--- src/rtl/adder_result_fifo.sv ---
// rtl/adder_result_fifo.sv - result buffer behind the adder with show-ahead ready/valid output
// Tracks a sticky drop flag and a wrapping running sum of every accepted result.
module adder_result_fifo #(
  parameter int DATA_W = 5,
  parameter int DEPTH  = 4,
  parameter int ACC_W  = 12
) (
  input  logic                       clk,
  input  logic                       reset,
  input  logic                       in_valid,
  input  logic [DATA_W-1:0]          in_c,
  output logic                       out_valid,
  output logic [DATA_W-1:0]          out_data,
  input  logic                       out_ready,
  output logic                       full,
  output logic                       empty,
  output logic [$clog2(DEPTH):0]     count,
  output logic                       overflow,
  output logic [ACC_W-1:0]           sum_acc
);

  localparam int AW = $clog2(DEPTH);
  localparam int CW = AW + 1;

  logic [DATA_W-1:0] mem [DEPTH];
  logic [AW-1:0]     wr_ptr;
  logic [AW-1:0]     rd_ptr;
  logic              push;
  logic              pop;

  assign empty     = (count == '0);
  assign full      = (count == CW'(DEPTH));
  assign out_valid = !empty;
  assign out_data  = mem[rd_ptr];

  // A pop frees a slot in the same edge, so a full FIFO still accepts when drained.
  assign pop  = out_valid && out_ready;
  assign push = in_valid && (!full || pop);

  always_ff @(posedge clk) begin
    if (reset) begin
      wr_ptr   <= '0;
      rd_ptr   <= '0;
      count    <= '0;
      overflow <= 1'b0;
      sum_acc  <= '0;
      // Clearing storage makes out_data read 0 after reset.
      for (int i = 0; i < DEPTH; i++) begin
        mem[i] <= '0;
      end
    end else begin
      if (push) begin
        mem[wr_ptr] <= in_c;
        wr_ptr      <= wr_ptr + 1'b1;
        sum_acc     <= sum_acc + ACC_W'(in_c);
      end
      if (pop) begin
        rd_ptr <= rd_ptr + 1'b1;
      end
      if (push && !pop) begin
        count <= count + 1'b1;
      end else if (pop && !push) begin
        count <= count - 1'b1;
      end
      if (in_valid && !push) begin
        overflow <= 1'b1;
      end
    end
  end

endmodule

--- config.mk ---
export PLATFORM = sky130hd
export DESIGN_NAME = adder_result_fifo
export DESIGN_NICKNAME = d
export VERILOG_FILES = /design/src/rtl/adder_result_fifo.sv
export SDC_FILE = /design/constraint.sdc
export NUM_CORES = 1
export LEC_CHECK = 0
export ABC_AREA = 1
export BUFFER_PORTS_ARGS = -buffer_cell sky130_fd_sc_hd__buf_2
export CAP_MARGIN = 20
export CORE_MARGIN = 2
export CORE_UTILIZATION = 30
export DETAILED_ROUTE_END_ITERATION = 8
export PLACE_DENSITY = 0.57
export SLEW_MARGIN = 25
export SYNTH_ARGS = -nofsm -noshare
export SYNTH_HDL_FRONTEND = slang
export SYNTH_SLANG_ARGS = --single-unit
--- constraint.sdc ---
create_clock -name clk -period 3.2 [get_ports clk]
set_clock_uncertainty 0.2 [all_clocks]
set_input_delay 0.16 -clock clk [delete_from_list [all_inputs] [get_ports clk]]
set_output_delay 0.16 -clock clk [all_outputs]
set_load 0.05 [all_outputs]
### After elaboration in Yosys (flattened, before gate mapping)

Memory sizes are Yosys's and may differ from the RTL's. A register that Yosys moved wholly into a read port is not among the register bits.
Cells that the tools add are included.

| operators by class | value |
|---|---|
| muxes and demuxes | 12 |
| equality and inequality tests | 1 |
| add/subtract/negate cells | 5 |
| reductions and logical operators | 13 |

Operators with widths:

| kind | count |
|---|---|
| 12-bit by 5-bit adder with 12-bit output | 1 |
| 1-bit 2-to-1 mux | 6 |
| 2-bit 2-to-1 mux | 3 |
| 3-bit 2-to-1 mux | 2 |
| 1-bit logical AND | 5 |
| 5-bit 2-to-1 mux | 1 |
| 5-bit OR reduction | 1 |
| 2-bit by 1-bit adder with 2-bit output (second input constant) | 2 |
| 1-bit zero test | 4 |
| 3-bit by 1-bit adder with 3-bit output (second input constant) | 1 |
| 3-bit equality test (second input constant) | 1 |
| 3-bit zero test | 1 |
| 3-bit by 1-bit subtractor with 3-bit output (second input constant) | 1 |
| 2-bit nonzero test | 1 |
| 1-bit logical OR | 1 |

| word-level totals | value |
|---|---|
| bits in registers | 20 |
| memories | 1 |
| output and inout bits | 24 |
| logic and storage cells | 37 |
| bits of input ports | 9 |
| bits in writable memories | 20 |

Memory list:

| name | depth | width | rd ports | clocked after memory_dff | write ports | line | source |
|---|---|---|---|---|---|---|---|
| mem | 4 | 5 | 1 | 1 | 4 | 25 | `logic [DATA_W-1:0] mem [DEPTH];` |

### Depth between registers and ports, before layout

Gate-level depths: netlist (run 1).

| logic depth | value |
|---|---|
| word-level depth | 10 |
| depth in mapped cells | 13 |
| gate-level depth less buffers | 11 |

### Worst setup path before layout (run 1)

OpenSTA, ideal clock, no wires.

| timing path | value |
|---|---|
| kind | flip-flop to flip-flop |
| from | register count[0] |
| to | register count[2] |
| arrival | 2.245 ns |
| clock period less this slack | 2.568 ns |
| stages on the path, launching flop included | 14 |
| data required time | 2.878 ns |
| path slack | 0.632 ns |
| path buffers | 2 |
| library setup time | 0.122 ns |
| cell sequence | dfxtp_1 -> nor2_2 -> nand3_2 -> nand2_4 -> buf_12 -> inv_4 -> buf_8 -> ha_1 -> inv_1 -> fa_1 -> a21oi_1 -> o21ai_0 -> o21ai_0 -> a21oi_1 |

| on the way | value |
|---|---|
| word-level cells in the longest chain between the ends | 8 |
| elaborated cells between the ends (all ways) | 16 |
| classes of those cells | 2 x add/sub; 1 x eq/ne; 2 x mux; 11 x reduce/logical |

Ends and longest elaborated chain:

| what | line | source |
|---|---|---|
| start: declaration | 17 | `output logic [$clog2(DEPTH):0] count,` |
| start signal: assignment | 61 | `count <= count + 1'b1;` |
| start signal: assignment | 63 | `count <= count - 1'b1;` |
| 3-bit zero test | 31 | `assign empty = (count == '0);` |
| 1-bit zero test | 33 | `assign out_valid = !empty;` |
| 1-bit logical AND | 37 | `assign pop = out_valid && out_ready;` |
| 1-bit logical OR (*) | 38 | `assign push = in_valid && (!full \|\| pop);` |
| 1-bit logical AND (*) | 38 |  |
| via push | 28 | `logic push;` |
| 1-bit zero test | 62 | `end else if (pop && !push) begin` |
| 1-bit logical AND | 62 |  |
| 2-bit nonzero test (no line) | - |  |

The timed path passes the listed nets; every way through them passes the cells marked *. The select of a mux whose other input is x is not followed.
A chain may end at the register's enable or synchronous reset.

### Final worst setup path (run 1)

| timing path | value |
|---|---|
| from | input port out_ready |
| to | register count[2] |

| on the way | value |
|---|---|
| word-level cells in the longest chain between the ends | 6 |
| elaborated cells between the ends (all ways) | 9 |
| classes of those cells | 1 x mux; 8 x reduce/logical |

Ends and longest elaborated chain:

| what | line | source |
|---|---|---|
| start: declaration | 14 | `input logic out_ready,` |
| 1-bit logical AND (*) | 37 |  |
| 1-bit logical OR | 38 |  |
| 1-bit logical AND | 38 |  |
| 1-bit zero test | 62 |  |
| 1-bit logical AND | 62 |  |
| 2-bit nonzero test (no line) | - |  |

Mark *: on every way between the ends. The rest lies on a longest branch, timed or not.

==> results of run 1 <==
-- cells by family (layout without fill, tap and decap cells) --
kind of cell	after synthesis	in the layout	share of synthesized area [%]
adder cells (fa/ha/maj)	8	8	5.60
flip-flops	42	42	50.6
AND/OR/NAND/NOR	110	110	23.3
buffers and inverters	37	77	8.45
AO/OA/AOI/OAI	42	42	10.8
XOR/XNOR	3	3	1.28
-- power groups by stage --
stage / Clock (uW) / Combinational, uW / Sequential (uW)
floorplan: 0 / 480 / 804
finish: 356 / 723 / 701
global placement: 0 / 721 / 711
detailed placement: 0 / 727 / 713
CTS: 366 / 733 / 702
global route: 384 / 797 / 712
-- final cells by class --
type / count / area (sq um)
fill: 717 / 4310
clock inverter: 3 / 23.8
inverter: 32 / 123
multi-input combinational: 163 / 842
clock buffer: 5 / 68.8
sequential: 42 / 1040
tap: 80 / 100
timing repair buffer: 37 / 208
-- worst min-delay path by stage --
stage and endpoint:
2_1_floorplan overflow, 3_3_place_gp overflow, 3_5_place_dp overflow, 4_1_cts mem[3][2], 5_1_grt mem[3][3], 6_report mem[3][2]
-- synthesized netlist by cell type --
library cell,number,area [sq um]
inv_2,1,3.75
clkinv_1,1,3.75
buf_8,1,15.0
inv_4,1,6.26
xor2_1,1,8.76
or2_0,1,6.26
nand2_2,1,6.26
o21ai_1,1,5.00
buf_2,1,5.00
ha_1,6,75.1
o21bai_1,1,7.51
o22ai_1,5,31.3
a21oi_1,12,60.1
nor3_1,4,20.0
inv_1,29,109
o31ai_1,1,7.51
nor2_2,3,18.8
nand2_4,1,11.3
o21ai_0,22,110
buf_12,1,20.0
nor2_4,1,11.3
nor2_1,40,150
dfxtp_1,22,440
nand4_1,2,12.5
and3_1,1,6.26
nand2_1,39,146
xnor2_1,2,17.5
nand3_2,1,10.0
clkbuf_4,1,7.51
nand3_1,16,80.1
fa_1,2,40.0
clkbuf_1,1,3.75
edfxtp_1,20,601
-- worst register-to-register path, cell delays in order (launching register included) --
cell	delay, ns
dfxtp_1	0.47
nor2_2	0.09
nand3_2	0.09
nand2_4	0.12
inv_4	0.13
ha_1	0.15
inv_1	0.06
fa_1	0.38
a21oi_1	0.14
o21ai_0	0.11
o21ai_0	0.17
a21oi_1	0.05
-- placed cells by master, fill, tap and decap left out, drive strengths merged --
| master | Yosys | routed |
|---|---|---|
| and3 | 1 | 1 |
| o31ai | 1 | 1 |
| nand3 | 17 | 17 |
| inv | 31 | 32 |
| dfxtp | 22 | 22 |
| nand4 | 2 | 2 |
| xor2 | 1 | 1 |
| clkinvlp | 0 | 2 |
| xnor2 | 2 | 2 |
| nand2 | 41 | 41 |
| a21oi | 12 | 12 |
| o21ai | 23 | 23 |
| fa | 2 | 2 |
| or2 | 1 | 1 |
| buf | 3 | 33 |
| nor2 | 44 | 44 |
| o22ai | 5 | 5 |
| edfxtp | 20 | 20 |
| clkbuf | 2 | 5 |
| dlygate4sd3 | 0 | 4 |
| nor3 | 4 | 4 |
| o21bai | 1 | 1 |
| clkinv | 1 | 1 |
| ha | 6 | 6 |
-- flip-flops by register name (all words and copies together) (netlist names), named ones only --
| name | cells |
|---|---|
| mem | 20 |
| sum_acc | 12 |
| overflow | 1 |
| count | 3 |
| rd_ptr | 2 |
| wr_ptr | 2 |
-- routing by layer --
| layer | vias to the layer above | routed length, microns | global-route usage, % |
|---|---|---|---|
| li1 | 870 | - | - |
| met1 | 740 | 2050 | 15.5 |
| met2 | 22 | 2010 | 19.6 |
| met3 | 5 | 172 | 2.95 |
| met4 | 0 | 38 | 3.84 |
| met5 | - | 0 | 0 |
-- metrics by stage --
stage          utilization [%]  total power (uW)  cell area (sq um)  instances
4_1_cts                   35.8              1800               2410        362
2_1_floorplan                -              1280               2060        242
3_3_place_gp              33.8              1430               2270        350
6_report                  35.8              1780               2410        362
3_5_place_dp              33.8              1440               2270        350
5_1_grt                   35.8              1890               2410        362
==> results_dict.tcl, run 1 <==
set metrics [dict create \
    synth-seq-area-share_pct 50.6 \
    cts.clk_slew.worst_paths_ns 0.09 \
    p_comb_share_pct 40.6 \
    synthToLayoutAreaGrowth_pct 17.0 \
    drt-vias-per-instance 4.52 \
    cap_viol_max_count 0 \
    clkSinkCount 42 \
    rsz0062_at_grt "false" \
    synth_area_sq_um 2060 \
    ios 33 \
    end_kind "flop" \
    synth.avg_cell_area_sq_um 8.50 \
    fp-row-count 30 \
    clkLatencyLatePin_ns 0.30 \
    ys_ff_latch 42 \
    die_h_microns 86.8 \
    ir_drop_v 0.000220 \
    ys_warn_count 0 \
    worst_slew_pin_slew_ns 0.753 \
    cp-start-kind "primary input" \
    hold_viol_final 0 \
    crit-reg2reg-launch "count[0]" \
    io_buffer_count 32 \
    finalSetupTns_ns 0 \
    cp-startpoint "out_ready" \
    pwr-share-clk_pct 20.0 \
    root_buffer "clkbuf_8" \
    crit_type "primary input to flop" \
    htree_levels 2 \
    grt_max_degree 22 \
    grt_antenna_before_repair 0 \
    max_stage_delay_ns 0.52 \
    internal_power_uw 970 \
    hpwl_microns 3190 \
    fin_crit_ns 2.29 \
    slew_headroom_pct 49.2 \
    timing.hold.ws_ns 0.0444 \
    arrival_ns 2.28 \
    grt_pass1_wl_microns 7140 \
    finalMaxSlewViolations 0 \
    status "completed" \
    worstPathMaxFanout 11 \
    r2r_cells 11 \
    path_buf_inv 5 \
    post_cts.repair.setup_buffers 0 \
    p_sw_uw 810 \
    cts_made_buffers 5 \
    fmaxAchievable_ghz 0.436 \
    seq_power_share_pct 39.4 \
    core-area_sq_um 6720 \
    cts_tree "built" \
    drt_pass1_iterations 4 \
    grtUsageTotal_pct 12.0 \
    die_x_microns 86.8 \
    clk_path_buf_depth 2 \
    hp-start "in_c[2]" \
    cts_resized 0 \
    worstPathRequired_ns 3.19 \
    drtIter0Drc 97 \
    leakage_uw 0.00107 \
    worstPathCellList "dlygate4sd3_1 -> buf_2 -> inv_1 -> nand3_2 -> nand2_4 -> inv_4 -> ha_1 -> inv_1 -> fa_1 -> a21oi_1 -> o21ai_0 -> o21ai_0 -> a21oi_1" \
    synth_cells 242 \
    worstSetupEndpoint "count[2]" \
    power_density_nw_per_um2 740 \
    drc 0 \
    synth_cell_types 33 \
    drt_wl_total_microns 4270 \
    period_share_pct 71.7 \
    routedWlPerCell_microns 11.8 \
    initial_core_util_pct 30.6 \
    nets 298 \
    dr_total_vias 1637 \
    grt_pass1_vias 1528 \
    worst_r2r_endpoint "count[2]" \
    final-setup-viol-count 0 \
    gp_congestion 0.761 \
    antennaDiodeCount 0 \
    drive_gt1_share_pct 17.7 \
    path_depth 13 \
    overflow 0 \
    hold_path_class "primary input to flop" \
    switching_share_pct 45.5 \
    final_antenna_net_count 0 \
    post-place-ws_ns 0.931 \
    whs_path_depth 3 \
    critPathTopFamily "buffers and inverters" \
    syn-num-nets 259 \
    cts_hold_buf 4 \
    die-area_sq_um 7540 \
    layout_setup_ws_ns 0.907 \
    crit_slowest_cell "dlygate4sd3_1" \
    reg2reg_slack_ns 0.92 \
]
No activity file was read; power rests on OpenSTA's default activity.
==> inputs of run 2 (changes only) <==
Settings changed: ABC_AREA 1 to 0, PLACE_DENSITY 0.57 to 0.58.
Clock period 3.2 ns to 1.97 ns, I/O delays scaled along.
==> run 2 against run 1 <==
Compared with the run above:
- the run now ends with negative setup slack left
- clock power increased by 62%
- sequential power increased by 68%
- non-clock buffer count increased by 22
- final cell count decreased by 12%
- total power increased by 82%
- via count decreased by 8.2%
- combinational power increased by 100%
- area after synthesis increased by 1.0%
- register-to-register slack got worse by 1.1 ns
- die area increased by 0.98%
- hold slack got worse by 0.011 ns
- critical path type is now flop to flop
- largest cell class is now multi-input combinational cells
- largest power group unchanged
==> results_dict.tcl, run 2 <==
set metrics [dict create \
    slew_headroom_pct 62.4 \
    cts.clk_slew.worst_paths_ns 0.09 \
    timing.hold.ws_ns 0.0334 \
    grt_pass1_wl_microns 7110 \
    crit_type "flop to flop" \
    final_cell_mix "32 x buf_2, 20 x and2_1, 20 x edfxtp_1" \
    root_buffer "clkbuf_8" \
    routedWlPerCell_microns 13.6 \
    clkSinkCount 42 \
    hold_path_class "primary input to flop" \
    drt_pass1_iterations 4 \
    ys_async_sr_fraction_pct 0 \
    fp-row-count 30 \
    top_layer_used "met4" \
    syn-num-nets 195 \
    synth_cells 178 \
    drt-vias-per-instance 4.72 \
    power_uw 3230 \
    antennaDiodeCount 0 \
    met3_length_microns 131 \
    grt_pass1_vias 1421 \
    grt_antenna_before_repair 0 \
    drive_gt1_share_pct 44.1 \
    cts_made_buffers 5 \
    synth_ff_type "dfxtp_1" \
    clkLatencyLatePin_ns 0.29 \
    fmaxAchievable_ghz 0.463 \
    synth_area_sq_um 2080 \
    fin_crit_ns 2.16 \
    synth-edff-count 20 \
    finalMaxSlewViolations 0 \
    drtIter0Drc 36 \
    synth_top_area_share_pct 28.9 \
    n_fill_cell 668 \
    critPathTopFamily "simple AND/OR/NAND/NOR gates" \
    die_x_microns 87.2 \
    wl_met2_microns 2050 \
    synth.avg_cell_area_sq_um 11.7 \
    period_share_pct 110 \
    ys_ff_latch 42 \
    cts_tree "built" \
    core-area_sq_um 6760 \
    reg_top3 "mem (20), sum_acc (12), count (3)" \
    synth-seq-area-share_pct 50.1 \
    nets 254 \
    synthToLayoutAreaGrowth_pct 32.9 \
    grtUsageTotal_pct 12.1 \
    multi_input_area_sq_um 1090 \
    ir_drop_v 0.000443 \
    seq_area_sq_um 1070 \
    end_kind "flop" \
    synth_top_cell_by_area "edfxtp_1" \
    power_density_nw_per_um2 1170 \
    die-area_sq_um 7610 \
    ios 33 \
    synthTopCellsByArea "edfxtp_1 29%, dfxtp_1 21%, and2_1 6.0%, mux4_2 5.4%, ha_1 3.6%" \
    drt_wl_total_microns 4330 \
    leakage_uw 0.00113 \
    hold_viol_final 0 \
    dr_total_vias 1502 \
    worstPathRequired_ns 1.99 \
    yosys.cell_count.top_type "dfxtp_1" \
    arrival_ns 2.18 \
    worst_slew_pin_slew_ns 0.563 \
    largest-register "mem" \
    ys_warn_count 0 \
    drc 0 \
    final_common_cell "buf_2" \
    met1_length_microns 2120 \
    hpwl_microns 3190 \
    max_stage_delay_ns 0.40 \
    die_h_microns 87.2 \
    htree_levels 2 \
    overflow 0 \
    io_buffer_count 32 \
    grt_max_degree 18 \
    rsz0062_at_grt "true" \
    violations "negative setup slack" \
    gp_congestion 0.734 \
    worstPathCellList "or3_4 -> nand2_4 -> ha_4 -> inv_2 -> fa_2 -> xor2_1 -> or3_1 -> a21oi_1" \
    crit_slowest_cell "or3_4" \
    layout_setup_ws_ns -0.192 \
    final-setup-viol-count 2 \
    largest_reg_flops 20 \
    cp-start-kind "flop" \
    cap_viol_max_count 0 \
    path_buf_inv 1 \
    clk_path_buf_depth 2 \
    initial_core_util_pct 30.8 \
    synth_common_cells "22 x dfxtp_1, 20 x and2_1, 20 x edfxtp_1" \
    worstPathMaxFanout 3 \
    status "finished with violations" \
    synth_cell_types 45 \
    final_antenna_net_count 0 \
]
==> run 2: changes by cell type after synthesis, sizes merged, moves of 11 or more <==
cell   before  now
and2        0   20
inv        31    4
nand2      41   11
nand3      17    6
nor2       44   14
o21ai      23    4
==> run 2: final cells by class <==
type / count / area share (%)
inverters: 4 / 0.816
repair buffers: 59 / 14.0
well taps: 80 / 3.62
clock buffers: 5 / 2.49
flip-flops and latches: 42 / 38.7
clock inverters: 3 / 0.906
multi-input cells: 125 / 39.5
==> run 2: worst paths after layout <==
kind / slack [ns] / start / end / depth (start not counted)
max: -0.19 / count[0] / count[2] / 8
min: 0.03 / in_c[1] / mem[1][1] / 2
max reg2reg: -0.19 / count[0] / count[2] / 8
min reg2reg: 0.27 / overflow / overflow / 2
==> run 2: where the power goes <==
group	internal (uW)	switching, uW	total [uW]
clock network	256	321	577
registers	1070	109	1180
logic	584	898	1480
==> run 2: timing repair <==
action                                  in CTS  in global routing
hold buffers                                 6                  0
buffers inserted                             0                  4
endpoints found under the setup margin      34                 43
pin swaps                                    2                 12
resized for setup                            5                 12
gates cloned                                 0                  0
endpoints found under the hold margin       24                  0
==> run 2: cells by family after synthesis <==
family / Yosys count / share of synthesized area, %
buffers and inverters: 11 / 3.13
DFF: 42 / 50.1
AOI/OAI and AO/OA: 32 / 10.8
xor gates and xnor gates: 7 / 2.95
and+or+nand+nor: 70 / 20.5
muxes: 8 / 6.98
adders and majority gates: 8 / 5.54
==> run 2: metal layers <==
metal  up-vias  GRT usage (%)
li1        762              -
met1       712           16.4
met2        26           19.8
met3         2           2.37
met4         0           3.36
met5         -              0
==> run 2: metrics by stage <==
step | instance area, sq um | util, % | instances | setup WS [ns] | TNS [ns]
6_report | 2760 | 40.9 | 318 | -0.192 | -0.362
5_1_grt | 2760 | 40.9 | 318 | -0.276 | -0.772
4_1_cts | 2700 | 39.9 | 315 | -0.203 | -0.554
3_5_place_dp | 2520 | 37.4 | 301 | -0.248 | -1.39
3_3_place_gp | 2520 | 37.4 | 301 | -0.224 | -1.14
2_1_floorplan | 2170 | - | 178 | -0.464 | -1.51
